<file path="config.mk">
export PLATFORM = sky130hd
export DESIGN_NAME = cheby_mac_seq
export DESIGN_NICKNAME = d
export VERILOG_FILES = /design/src/rtl/cheby_mac_seq.sv
export SDC_FILE = /design/constraint.sdc
export NUM_CORES = 1
export LEC_CHECK = 0
export ABC_AREA = 1
export CAP_MARGIN = 20
export CORE_MARGIN = 5
export CORE_UTILIZATION = 60
export DETAILED_ROUTE_END_ITERATION = 10
export PLACE_DENSITY_LB_ADDON = 0.12
export SLEW_MARGIN = 30
export SYNTH_ARGS = -nofsm -noshare
export SYNTH_HDL_FRONTEND = slang
export SYNTH_SLANG_ARGS = --single-unit
</file>
<file path="constraint.sdc">
create_clock -name c_clk -period 8.16 [get_ports c_clk]
set_input_delay 2.04 -clock c_clk [delete_from_list [all_inputs] [get_ports c_clk]]
set_output_delay 2.04 -clock c_clk [all_outputs]
set_load 0.01 [all_outputs]
</file>
<file path="src/rtl/cheby_mac_seq.sv">
// ============================================================================
//  Module   : cheby_mac_seq
//  Purpose  : Walks the Chebyshev T_k ROM, multiplies each entry by a stored
//             coefficient and emits one rounded Q1.15 sample y = sum c_k*T_k.
//  Options  : define CHEBY_SAT_EN to clamp the result and add the o_sat port.
//  Revision : 1.0 - initial release
// ============================================================================
`default_nettype none

module cheby_mac_seq #(
    parameter int DATA_W  = 16,
    parameter int ADDR_W  = 3,
    parameter int N_TERMS = 8,
    parameter int ACC_W   = 35
) (
    input  logic              c_clk,
    input  logic              c_rst_n,
    input  logic              c_start,
    input  logic              i_coef_we,
    input  logic [ADDR_W-1:0] i_coef_addr,
    input  logic [DATA_W-1:0] i_coef_data,
    output logic [ADDR_W-1:0] o_rom_address,
    output logic              c_rom_ce,
    output logic              c_rom_read_en,
    output logic              c_rom_tri_output,
    input  logic [DATA_W-1:0] i_rom_data,
    output logic [DATA_W-1:0] o_result,
    output logic              o_valid,
`ifdef CHEBY_SAT_EN
    output logic              o_sat,
`endif
    output logic              o_busy
);

    localparam int PROD_W = 2 * DATA_W;
    localparam logic [ADDR_W-1:0]       K_LAST   = ADDR_W'(N_TERMS - 1);
    localparam logic [ADDR_W:0]         N_LIMIT  = (ADDR_W+1)'(N_TERMS);
    localparam logic signed [ACC_W-1:0] RND_HALF = ACC_W'(2 ** (DATA_W - 2));

    typedef enum logic [1:0] {
        S_IDLE  = 2'd0,
        S_FETCH = 2'd1,
        S_DRAIN = 2'd2,
        S_DONE  = 2'd3
    } state_t;

    state_t                    state_q, state_d;
    logic [ADDR_W-1:0]         k_q, k_d;
    logic                      drain_q, drain_d;
    logic signed [PROD_W-1:0]  prod_q;
    logic                      prod_vld_q;
    logic signed [ACC_W-1:0]   acc_q;
    logic signed [DATA_W-1:0]  coef_q [2**ADDR_W];
    logic [DATA_W-1:0]         result_q;

    logic signed [PROD_W-1:0]  w_rom_ext;
    logic signed [PROD_W-1:0]  w_coef_ext;
    logic signed [PROD_W-1:0]  w_prod;
    logic signed [ACC_W-1:0]   w_prod_ext;
    logic signed [ACC_W-1:0]   w_rnd;
    logic [DATA_W-1:0]         w_res;
    logic                      w_coef_wr;
    logic                      w_start;
    logic                      w_finish;

    // ------------------------------------------------------------------
    // Control FSM
    // ------------------------------------------------------------------
    always_ff @(posedge c_clk or negedge c_rst_n) begin
        if (!c_rst_n) begin
            state_q <= S_IDLE;
            k_q     <= '0;
            drain_q <= 1'b0;
        end else begin
            state_q <= state_d;
            k_q     <= k_d;
            drain_q <= drain_d;
        end
    end

    always_comb begin
        state_d          = state_q;
        k_d              = k_q;
        drain_d          = drain_q;
        c_rom_ce         = 1'b0;
        c_rom_read_en    = 1'b0;
        c_rom_tri_output = 1'b1;
        o_busy           = 1'b0;
        o_valid          = 1'b0;
        case (state_q)
            S_IDLE: begin
                if (c_start) begin
                    state_d = S_FETCH;
                    k_d     = '0;
                end
            end
            S_FETCH: begin
                c_rom_ce         = 1'b1;
                c_rom_read_en    = 1'b1;
                c_rom_tri_output = 1'b0;
                o_busy           = 1'b1;
                if (k_q == K_LAST) begin
                    state_d = S_DRAIN;
                    k_d     = '0;
                    drain_d = 1'b0;
                end else begin
                    k_d = k_q + ADDR_W'(1);
                end
            end
            // Two drain cycles: one for the last product to land in the
            // accumulator, one to round and register the result.
            S_DRAIN: begin
                o_busy = 1'b1;
                if (drain_q) begin
                    state_d = S_DONE;
                end else begin
                    drain_d = 1'b1;
                end
            end
            S_DONE: begin
                o_valid = 1'b1;
                state_d = S_IDLE;
            end
            default: state_d = S_IDLE;
        endcase
    end

    assign o_rom_address = k_q;
    assign w_start       = (state_q == S_IDLE) && c_start;
    assign w_finish      = (state_q == S_DRAIN) && drain_q;
    assign w_coef_wr     = i_coef_we && !o_busy && ({1'b0, i_coef_addr} < N_LIMIT);

    // ------------------------------------------------------------------
    // Multiply / accumulate pipeline
    // ------------------------------------------------------------------
    assign w_rom_ext  = {{DATA_W{i_rom_data[DATA_W-1]}}, i_rom_data};
    assign w_coef_ext = {{DATA_W{coef_q[k_q][DATA_W-1]}}, coef_q[k_q]};
    assign w_prod     = w_rom_ext * w_coef_ext;
    assign w_prod_ext = {{(ACC_W-PROD_W){prod_q[PROD_W-1]}}, prod_q};
    assign w_rnd      = acc_q + RND_HALF;

    always_ff @(posedge c_clk or negedge c_rst_n) begin
        if (!c_rst_n) begin
            prod_q     <= '0;
            prod_vld_q <= 1'b0;
            acc_q      <= '0;
        end else begin
            prod_vld_q <= (state_q == S_FETCH);
            if (state_q == S_FETCH) begin
                prod_q <= w_prod;
            end
            if (w_start) begin
                acc_q <= '0;
            end else if (prod_vld_q) begin
                acc_q <= acc_q + w_prod_ext;
            end
        end
    end

    always_ff @(posedge c_clk or negedge c_rst_n) begin
        if (!c_rst_n) begin
            for (int i = 0; i < 2**ADDR_W; i++) begin
                coef_q[i] <= '0;
            end
        end else if (w_coef_wr) begin
            coef_q[i_coef_addr] <= i_coef_data;
        end
    end

    // ------------------------------------------------------------------
    // Output rounding (round half up) and optional clamp
    // ------------------------------------------------------------------
`ifdef CHEBY_SAT_EN
    localparam logic signed [ACC_W-1:0] SAT_MAX =
        {{(ACC_W-DATA_W+1){1'b0}}, {(DATA_W-1){1'b1}}};
    localparam logic signed [ACC_W-1:0] SAT_MIN =
        {{(ACC_W-DATA_W+1){1'b1}}, {(DATA_W-1){1'b0}}};

    logic signed [ACC_W-1:0] w_r;
    logic                    w_hi;
    logic                    w_lo;
    logic                    sat_q;

    assign w_r  = w_rnd >>> (DATA_W - 1);
    assign w_hi = (w_r > SAT_MAX);
    assign w_lo = (w_r < SAT_MIN);

    always_comb begin
        w_res = DATA_W'(w_r);
        if (w_hi) begin
            w_res = SAT_MAX[DATA_W-1:0];
        end else if (w_lo) begin
            w_res = SAT_MIN[DATA_W-1:0];
        end
    end

    always_ff @(posedge c_clk or negedge c_rst_n) begin
        if (!c_rst_n) begin
            sat_q <= 1'b0;
        end else if (w_finish) begin
            sat_q <= w_hi || w_lo;
        end
    end

    assign o_sat = sat_q;
`else
    assign w_res = DATA_W'(w_rnd >>> (DATA_W - 1));
`endif

    always_ff @(posedge c_clk or negedge c_rst_n) begin
        if (!c_rst_n) begin
            result_q <= '0;
        end else if (w_finish) begin
            result_q <= w_res;
        end
    end

    assign o_result = result_q;

endmodule

`default_nettype wire

</file>
* After elaboration in Yosys (flattened, before gate mapping)
Cells that the tools add are included. W data, S select, Z words.
Storage, ports and cells: bits of input ports 39, output and inout bits 24, logic and storage cells 65, register bits after elaboration 218
Cells by class: order comparisons 3, $add $sub $neg 3, bitwise gates (word level) 2, reductions and logical operators 13, $mul 1, equal/unequal tests 7, multiplexer cells 21
Operators by type and width (number):
- $bwmux W128 | 1
- $mux W35 | 2
- $bmux W16 S3 | 1
- $demux W16 S3 | 1
- $mux W16 | 3
- $add A35 B32 Y35 | 1
- $mul A16 B16 Y32 | 1
- $add A31 B16 Y31 const B | 1
- $ge A4 B4 Y1 const B | 2
- $not A3 Y4 | 2
- $pmux W2 S4 | 1
- $mux W2 | 3
- $mux W3 | 2
- $ne A2 B2 Y1 const B | 3
- $pmux W3 S2 | 1
- $reduce_bool A2 Y1 | 3
- $mux W1 | 5
- $eq A2 B2 Y1 const B | 2
- $logic_and A1 B1 Y1 | 4
- $lt A4 B1 Y1 const B | 1
- $reduce_and A2 Y1 | 2
- $add A3 B1 Y3 const B | 1
- $eq A3 B3 Y1 const B | 1
- $reduce_and A3 Y1 | 1
- 5 further kinds | 5

* Logic depth before layout (Yosys ltp)
Gate-level depths: netlist of run 1.
depth in word-level cells 6, mapped depth 33, mapped depth without buffers 31

* Worst setup path before layout of run 1
OpenSTA, ideal clock, no wires.
kind input to register, start in i_rom_data[15], end reg prod_q[27], required time 8.037 ns, stages 24, buffers on the path 0, arrival time 7.192 ns, slack 0.845 ns, library setup time 0.123 ns, cells stage by stage inv_1 > nor2_1 > inv_1 > fa_1 > inv_1 > fa_1 > inv_1 > fa_1 > fa_1 > inv_1 > fa_1 > inv_1 > fa_1 > inv_1 > ha_1 > nand2_1 > nor2_1 > inv_1 > nor3_1 > nand3_1 > o211ai_1 > a21oi_1 > o21ai_0 > nand2_1
On the way: cells in the longest elaborated chain, start to end 1
Ends and longest elaborated chain:
- start, declared | RTL line 26 | input logic [DATA_W-1:0] i_rom_data,
- $mul A16 B16 Y32 | RTL line 138 | assign w_prod = w_rom_ext * w_coef_ext;
- end signal, assigned | RTL line 150 | prod_q <= w_prod;
- end, declared | RTL line 50 | logic signed [PROD_W-1:0] prod_q;
Every way passes these cells. A chain may end at the register's enable or synchronous reset.

* Worst setup path in the final report of run 1
start in i_rom_data[8], end reg prod_q[22]
The elaborated chain is that of the path after synthesis.

==> results of run 1 <==
logic make-up after synthesis:
| logic type | share of synthesized area, % |
|---|---|
| buffers and inverters | 11.0 |
| adders and majority gates | 31.2 |
| and+or+nand+nor | 20.6 |
| DFF | 25.2 |
| xor gates and xnor gates | 1.03 |
| AOI/OAI and AO/OA | 11.0 |
area by class of cell:
type,instances,area (sq um)
clock inverters,8,61.3
repair buffers,113,1050
well taps,455,569
clock buffers,31,654
multi-input cells,1903,13500
inverters,494,1860
flip-flops and latches,213,5330
fillers,3033,11700
placed cells by master (no fill, tap or decap), types with 11 or more instances in the layout:
master | synthesis | layout
a21oi_1 | 105 | 105
nand3_1 | 96 | 96
fa_1 | 257 | 257
o21ai_0 | 246 | 246
clkdlybuf4s50_1 | 0 | 61
xnor2_1 | 12 | 12
clkbuf_16 | 0 | 22
nand2_2 | 10 | 13
xor2_1 | 13 | 13
o221ai_1 | 13 | 13
dfrtp_1 | 213 | 212
nor2_1 | 296 | 295
o21ai_1 | 11 | 11
ha_1 | 117 | 117
nand2_1 | 614 | 611
buf_4 | 11 | 48
inv_1 | 484 | 484
nor3_1 | 12 | 12
nand4_1 | 21 | 21
o211ai_1 | 18 | 18
registers in the layout, indices dropped and copies added (netlist names):
register / cells
coef_q: 128
drain_q: 1
state_q: 2
o_result: 16
prod_q: 31
acc_q: 31
prod_vld_q: 1
o_rom_address: 3
path summary, 6_finish.rpt:
path / start / to / slack [ns]
max: i_rom_data[8] / prod_q[22] / 0.34
min: coef_q[18] / coef_q[18] / 0.48
max reg2reg: o_rom_address[0] / prod_q[22] / 0.39
min reg2reg: coef_q[18] / coef_q[18] / 0.48
max in group asynchronous: c_rst_n / prod_q[16] / 5.51
min in group asynchronous: c_rst_n / o_result[2] / 1.44
Yosys cell counts, types with 5 or more instances:
master	n
nand2_1	614
dfrtp_1	213
inv_1	484
ha_1	117
fa_1	257
o221ai_1	13
a31oi_1	7
o21a_1	5
o22ai_1	6
nor2_1	296
buf_6	8
a21o_1	6
nand4_1	21
xor2_1	13
o21bai_1	7
buf_1	10
a21oi_1	105
xnor2_1	12
nor3_1	12
clkbuf_1	42
nand3_1	96
or2_2	8
nand2_2	10
o21ai_0	246
buf_4	11
buf_2	17
o211ai_1	18
o21ai_1	11
clkinv_1	6
worst min-delay path: cells and delay by family, from the launching register on:
kind / cells / cell delay [ns]
AOI/OAI and AO/OA: 1 / 0.06
DFF: 1 / 0.34
and+or+nand+nor: 1 / 0.05
through the flow:
stage | hold slack, ns | instances | setup TNS, ns | util [%]
CTS | 0.483 | 3216 | 0 | 66.3
finish | 0.482 | 3217 | 0 | 66.4
floorplan | 0.448 | 2699 | 0 | -
global route | 0.499 | 3217 | 0 | 66.4
global placement | 0.460 | 3177 | -0.0399 | 64.3
detailed placement | 0.468 | 3177 | -0.0977 | 64.3
routing by layer:
| layer | GRT usage (%) | wire [um] | up-vias |
|---|---|---|---|
| li1 | - | - | 8463 |
| met1 | 42.9 | 24700 | 8789 |
| met2 | 46.6 | 26400 | 704 |
| met3 | 6.04 | 5020 | 106 |
| met4 | 10.0 | 2160 | 0 |
| met5 | 0 | 0 | - |
==> qor.yml, run 1 <==
run_status:
  outcome: "completed"
timing:
  clock.fmax_mhz: 128
  fin_ws_ns: 0.342
  rsz0062_at_grt: "no"
  clock_skew_ns: 0.0141
  hold_violations: 0
  worst_slew_pin_slew_ns: 0.837
  setup_viol: 0
  fin_crit_sh_pct: 95.8
  layout_min_cycle_time_ns: 7.82
  slew_viol_final: 0
  slew_headroom_pct: 44.2
global_routing:
  grt_max_degree: 173
  gr-usage-all-layers_pct: 30.1
  antenna_found_initial: 0
  grt_remaining_overflow: 0
  grt_pass1_vias: 17900
  grt_pass1_wl_mm: 94.0
clock_tree:
  clock-sinks: 213
  htreeDepth: 1
  cts_setup_buffers: 0
  cts_tree: "yes"
  root_buffer: "clkbuf_16"
  clockBufferDepth: 3
  cts_made_buffers: 22
  clk_pin_slew_ns: 0.06
  hold_buffers: 0
  cts_resized: 0
  clk_latency_ns: 0.52
worst_setup_path:
  worstPathArrival_ns: 8.22
  end_kind: "flop"
  cpMostUsedCell: "fa_1"
  startpoint_type: "input port"
  critical_path_required_ns: 8.56
  critical_path_class: "input port to flop"
  crit_fanout: 9
  reg2reg_depth: 23
  worstPathCellList: "clkdlybuf4s50_1, buf_4, nand2_1, fa_1, inv_1, fa_1, fa_1, fa_1, fa_1, inv_1, fa_1, inv_1, ha_1, a21oi_1, o21ai_0, a21oi_1, nand3_1, or2_2, nand3_1, nand2_1"
  worst-path-stages: 20
  slowest_delay_ns: 0.63
  cpLargestDelayFamily: "adder cells"
  path_buf_inv: 5
  worst_path_max_delay_cell: "clkdlybuf4s50_1"
place:
  dp_hpwl_mm: 45.7
  pre_cts_ws_ns: -0.0977
  gp_congestion: 0.965
  place_area_sq_um: 22300
  port_buffers: 62
drt:
  drt.antenna.violating_nets: 0
  drcViolationCount: 0
  wl_mm: 58.3
  first_iter_violations: 1499
  avgViaCountPerCell: 5.61
  avgRoutedWirePerCell_um: 18.1
  first_pass_iters: 6
  vias: 18100
synthesis:
  syn_area_per_cell_sq_um: 7.84
  yosysTopAreaCellShare_pct: 25.2
  yosys.area.top_type: "dfrtp_1"
  ys_ff_latch: 213
  yosys_most_used_dff: "dfrtp_1"
  synthesis.area_sq_um: 21200
  synthCells: 2699
  syn-num-nets: 3112
  synth_edf_count: 0
  synth_warnings: 0
  async_flop_share_pct: 100
  synth.area.top_cells: "dfrtp_1 (25%), fa_1 (24%), nand2_1 (11%)"
  synth_cell_types: 45
  synth-seq-area-share_pct: 25.2
die:
  core_sq_um: 34700
  fp.dieH_um: 198
  start_util_pct: 61.0
  die_x_um: 198
  placementRows: 68
  num_io_pins: 63
  die_area_sq_um: 39100
worst_hold_path:
  hold_class: "flop to flop"
  hold_depth: 2
layout:
  drive_gt1_share_pct: 4.71
  fin_nets: 3160
  diodes: 0
  design_area_sq_um: 23100
  area_growth_pct: 8.96
job:
  cap_violations: 0
Power of run 1 is not shown: default switching activity piles up to over one toggle a cycle in this logic, so the estimate is an artifact.
==> run 2, diff against run 1 <==
--- a/config.mk
+++ b/config.mk
@@ -8,8 +8,9 @@
 export ABC_AREA = 1
 export CAP_MARGIN = 20
 export CORE_MARGIN = 5
-export CORE_UTILIZATION = 60
+export CORE_UTILIZATION = 58
 export DETAILED_ROUTE_END_ITERATION = 10
+export GPL_ROUTABILITY_DRIVEN = 0
 export PLACE_DENSITY_LB_ADDON = 0.12
 export SLEW_MARGIN = 30
 export SYNTH_ARGS = -nofsm -noshare
==> constraint.sdc (replaced) <==
create_clock -name c_clk -period 6.63 [get_ports c_clk]
set_input_delay 1.6575 -clock c_clk [delete_from_list [all_inputs] [get_ports c_clk]]
set_output_delay 1.6575 -clock c_clk [all_outputs]
set_load 0.01 [all_outputs]
==> run 2 against run 1 <==
  * Global-route usage down 0.95 points
  * Die area up 3.3%
  * First-iteration DRC count up 2.0%
  * Via count up 4.4%
  * Flip-flop and latch count unchanged
  * Cell area up 8.0%
  * Sequential share of layout area down 1.7 points
  * Cell count up 5.7%
==> qor.yml, run 2 (same netlist as run 1, synthesis figures left out) <==
worst_setup_path:
  critical_path_required_ns: 7.04
  rr_startpoint: "o_rom_address[0]"
  crit_fanout: 5
  critical_path_class: "input port to flop"
  rr_endpoint: "prod_q[29]"
  worstPathArrival_ns: 6.89
  rrSetupSlack_ns: 0.20
  crit_start: "i_rom_data[10]"
  cp-endpoint: "prod_q[29]"
  reg2reg_depth: 25
  end_kind: "flop"
  startpoint_type: "input port"
die:
  die_x_um: 201
  core_sq_um: 36300
  start_util_pct: 58.2
  die_area_sq_um: 40400
  fp.dieH_um: 201
  placementRows: 70
  num_io_pins: 63
drt:
  vias: 18900
  drcViolationCount: 0
  drt.antenna.violating_nets: 0
  first_iter_violations: 1529
  avgViaCountPerCell: 5.55
  avgRoutedWirePerCell_um: 17.4
  wl_mm: 59.2
  first_pass_iters: 6
layout:
  top_regs: "coef_q: 128 flops, acc_q: 31 flops, prod_q: 31 flops"
  area_growth_pct: 17.7
  regMostFlops: "coef_q"
  fin_nets: 3329
  layout_common_cells: "nand2_1 (603), inv_1 (467), nor2_1 (274), fa_1 (250), o21ai_0 (237)"
  layout_commonest_cell: "nand2_1"
  largest_reg_flops: 128
  postLayoutCoreUtil_pct: 68.5
  drive_gt1_share_pct: 13.2
clock_tree:
  clk_pin_slew_ns: 0.06
  clockBufferDepth: 3
  htreeDepth: 1
  cts_tree: "yes"
  root_buffer: "clkbuf_16"
  clock-sinks: 213
  clk_latency_ns: 0.52
  cts_made_buffers: 22
worst_hold_path:
  hold_class: "flop to flop"
global_routing:
  grt_max_degree: 103
  grt_pass1_vias: 19000
  grt_remaining_overflow: 0
  gr-usage-all-layers_pct: 29.1
  antenna_found_initial: 1
  grt_pass1_wl_mm: 96.4
timing:
  layout_min_cycle_time_ns: 6.48
  fin_crit_sh_pct: 97.8
  clock.fmax_mhz: 154
  slew_viol_final: 0
  slew_headroom_pct: 43.9
  clock_skew_ns: 0.0142
  setup_viol: 0
  worst_slew_pin_slew_ns: 0.841
  hold_violations: 0
  rsz0062_at_grt: "yes"
job:
  cap_violations: 0
place:
  port_buffers: 62
  dp_hpwl_mm: 46.4
run_status:
  outcome: "completed"
run 2: cell count changes in the layout (fill, tap and decap cells not counted), moves of 12 or more:
cell	before	now
buf_4	48	197
clkdlybuf4s50_1	61	49
inv_1	484	467
inv_2	3	18
nor2_1	295	274
nor2_2	3	21
run 2: area by class of cell:
| type | instances | area, sq um |
|---|---|---|
| diodes | 1 | 2.50 |
| clock buffers | 31 | 666 |
| clock inverters | 8 | 130 |
| fillers | 2964 | 11500 |
| inverters | 494 | 1890 |
| multi-input cells | 1903 | 13800 |
| flip-flops and latches | 213 | 5330 |
| well taps | 468 | 586 |
| repair buffers | 282 | 2470 |
run 2: layer usage:
layer  track usage (%)  wire (um)  share of wire [%]
met1              40.8      24900                 42
met2              48.1      28200                 48
met3              3.80       4230                7.1
met4              8.41       1910                3.2
met5                 0          0                  0
run 2: worst min path at each step:
stage | from | endpoint | slack, ns | cells past startpoint
6_report | coef_q[89] | coef_q[89] | 0.48 | 2
3_3_place_gp | coef_q[57] | coef_q[57] | 0.46 | 2
5_1_grt | coef_q[110] | coef_q[110] | 0.50 | 2
2_1_floorplan | coef_q[16] | coef_q[16] | 0.45 | 2
3_5_place_dp | o_result[7] | o_result[7] | 0.47 | 2
4_1_cts | coef_q[98] | coef_q[98] | 0.48 | 2
run 2: critical path, stage by stage:
cell	delay [ns]
dlygate4sd2_1	0.28
inv_2	0.15
buf_4	0.17
nor2_1	0.06
fa_1	0.55
fa_1	0.52
fa_1	0.53
fa_1	0.52
fa_1	0.54
inv_1	0.05
fa_1	0.53
inv_1	0.07
ha_4	0.29
nand2_1	0.07
buf_4	0.16
o21ai_0	0.31
a21oi_1	0.14
nand3_1	0.11
nand2_1	0.05
nand3_1	0.08
nand2_1	0.05
run 2: through the flow:
stage	area, sq um	worst slack, ns	setup TNS [ns]	hold WS [ns]	std cells
after floorplan	21200	0.00214	0	0.448	2699
after global placement	23600	-0.831	-12.32	0.460	3350
after detailed placement	23700	-0.910	-14.09	0.466	3350
after CTS	24600	-0.00133	-0.00133	0.485	3392
after global routing	24900	-0.104	-0.537	0.502	3399
final	24900	0.149	0	0.481	3400
run 2: what timing repair did:
item | in CTS | in global routing
cloned | 0 | 2
pin swaps | 11 | 14
hold buffers | 0 | 0
resized for setup | 47 | 84
setup endpoints to repair | 16 | 19
setup buffers | 3 | 5
Power of run 2 is left out for the same reason.
